--- config.mk ---
export PLATFORM = sky130hd
export DESIGN_NAME = popcount128
export DESIGN_NICKNAME = d
export VERILOG_FILES = /design/src/rtl/lfsr_checker_popcount128.sv
export SDC_FILE = /design/constraint.sdc
export NUM_CORES = 1
export LEC_CHECK = 0
export CAP_MARGIN = 20
export CORE_ASPECT_RATIO = 1.4
export CORE_MARGIN = 5
export CORE_UTILIZATION = 40
export DETAILED_ROUTE_END_ITERATION = 12
export GPL_TIMING_DRIVEN = 0
export PLACE_DENSITY = 0.85
export SYNTH_ARGS = -nofsm -noshare
export SYNTH_HDL_FRONTEND = slang
export SYNTH_SLANG_ARGS = --single-unit
--- constraint.sdc ---
create_clock -name vclk -period 12
set_clock_uncertainty 0.15 [all_clocks]
set_input_delay 2.4 -clock vclk [all_inputs]
set_output_delay 2.4 -clock vclk [all_outputs]
set_load 0.02 [all_outputs]
--- src/rtl/lfsr_checker_popcount128.sv ---
// Combinational population count of a WIDTH-bit vector; zero latency.
module popcount128 #(
  parameter int WIDTH = 128
) (
  input  logic [WIDTH-1:0] vec,
  output logic [7:0]       count
);

  always_comb begin
    count = '0;
    for (int i = 0; i < WIDTH; i++) begin
      count = count + 8'(vec[i]);
    end
  end

endmodule

==> run metrics <==
status completed; RSZ-0062 raised after global routing true; Critical Path, Cell by Cell clkdlybuf4s50_1, fa_1, fa_1, inv_1, fa_1, inv_1, fa_1, fa_1, fa_1, fa_1, fa_1, inv_1, fa_1, fa_1, inv_2, ha_4, fa_2, a211oi_2, o21bai_1, a21oi_2, xnor2_1, buf_4; number of antenna diodes 0; Hold WS 5.880 ns; post-synthesis cell area 3403 sq um; most common cell after layout, fill and taps aside inv_1; kind of critical path input pin to output pin; relative slew slack 0.8392; pre-CTS WS -0.7546 ns; Max Freq 0.08480 GHz; post-route setup TNS 0 ns; crit share post-route 0.9827; Cells after Synth 333; initial core utilization 0.4127; Hold Vio Cnt, Final 0; Post-Syn Nets 601; final setup fails 0; FFs & Latches 0; Req. time, crit path 9.45 ns; Register Area 0 sq um; Critical Path Stages 22; largest net degree at the start of global routing 6; final core utilization 0.6025; P&R area growth vs syn 45.99%; routability cong. 0.7644; initial antenna violation count 0; CP delay by family, top adder cells; Chip Width 87.96 um; fill cell count 707; Final Max Slew Viols 0; first-pass iteration count of the detailed router 3; first-pass GRT wire length 12380 um; WP data arrival 9.24 ns; Worst Slack Setup Final 0.2071 ns; vias in the first global route 3015; Rows 39; Vias 2480; register area share after synthesis 0; Die Y 119.1 um; CP peak stage delay 0.52 ns; routed len/inst 12.82 um; Final ANT Viol Nets 0; worst path bufs/invs 6; Min-Delay Path Depth 3; initial drt markers 21; most used cell, CP fa_1; YS warnings 0; DRC errors left 0; port bufs 136; DP HPWL 7324 um; distinct cell type count after synthesis 16; drt total wl 7360 um; GRT overflow 0; Crit. End Element output pin; Slowest cell on crit path fa_1; syn avg cell area 10.22 sq um; minimum clock period after layout 11.79 ns; most frequent cells in the layout 138 x inv_1, 110 x fa_1, 70 x clkdlybuf4s50_1, 36 x dlymetal6s2s_1, 34 x inv_2; # Max-Cap Violations 0; worst hold path class input pin to output pin; clock buffers 0; I/O pin count 136; Via density 4.321; Worst-Margin Slew 0.2405 ns; Max Fanout on Critical Path 3; GRT Total Usage 0.1451; crit start category input pin; core area 8247 sq um; total die area 10480 sq um; fraction of layout cells with a size suffix above 1 0.1314; nets@finish 742
[Yosys cell counts, types with 2 or more instances]
cell type,instances,share of area
a21oi_1,4,0.0059
fa_1,115,0.68
ha_1,25,0.092
inv_1,172,0.19
nand2_1,2,0.0022
o21ai_0,2,0.0029
xnor2_1,4,0.010
[cell families after synthesis]
group,after synthesis,synth area share
compound gates,11,0.02169
xor+xnor,5,0.01287
fa+ha+maj,140,0.7684
buf+inv,172,0.1897
simple gates,5,0.007352
[final timing paths]
check                   start       end  slack, ns
worst min-delay path   vec[2]  count[0]       5.88
worst max-delay path  vec[23]  count[6]       0.21
[per-stage QoR]
stage / instances / area, sq um
floorplan: 333 / 3403
global placement: 571 / 4892
detailed placement: 571 / 4892
CTS: 573 / 4892
global route: 574 / 4969
finish: 574 / 4969
[routing by layer]
metal | vias to the layer above | part of all wire | GRT usage
li1 | 1146 | - | -
met1 | 1241 | 0.29 | 0.1435
met2 | 81 | 0.61 | 0.3042
met3 | 12 | 0.072 | 0.01934
met4 | 0 | 0.025 | 0.02687
met5 | - | 0 | 0
[repair_timing]
item,4_1_cts,5_1_grt
cloned,0,0
hold buffers,0,0
setup buffers,2,1
endpoints found under the hold margin,0,0
pin swaps,36,65
gates resized for setup,57,92
setup endpoints to repair,7,7
[final cells by class]
| type | count | area (sq um) | share of cell area |
|---|---|---|---|
| inverter | 172 | 645.6 | 0.1299 |
| tap | 102 | 127.6 | 0.02569 |
| multi-input combinational | 161 | 2789 | 0.5613 |
| timing repair buffer | 139 | 1406 | 0.2831 |
[worst min-delay path, delay by kind of cell]
kind / cells / cell delay (ns)
adders and majority gates: 1 / 0.24
buffers and inverters: 2 / 0.98
Power is not shown: default switching activity piles up to over one toggle a cycle in this logic, so the estimate is an artifact.
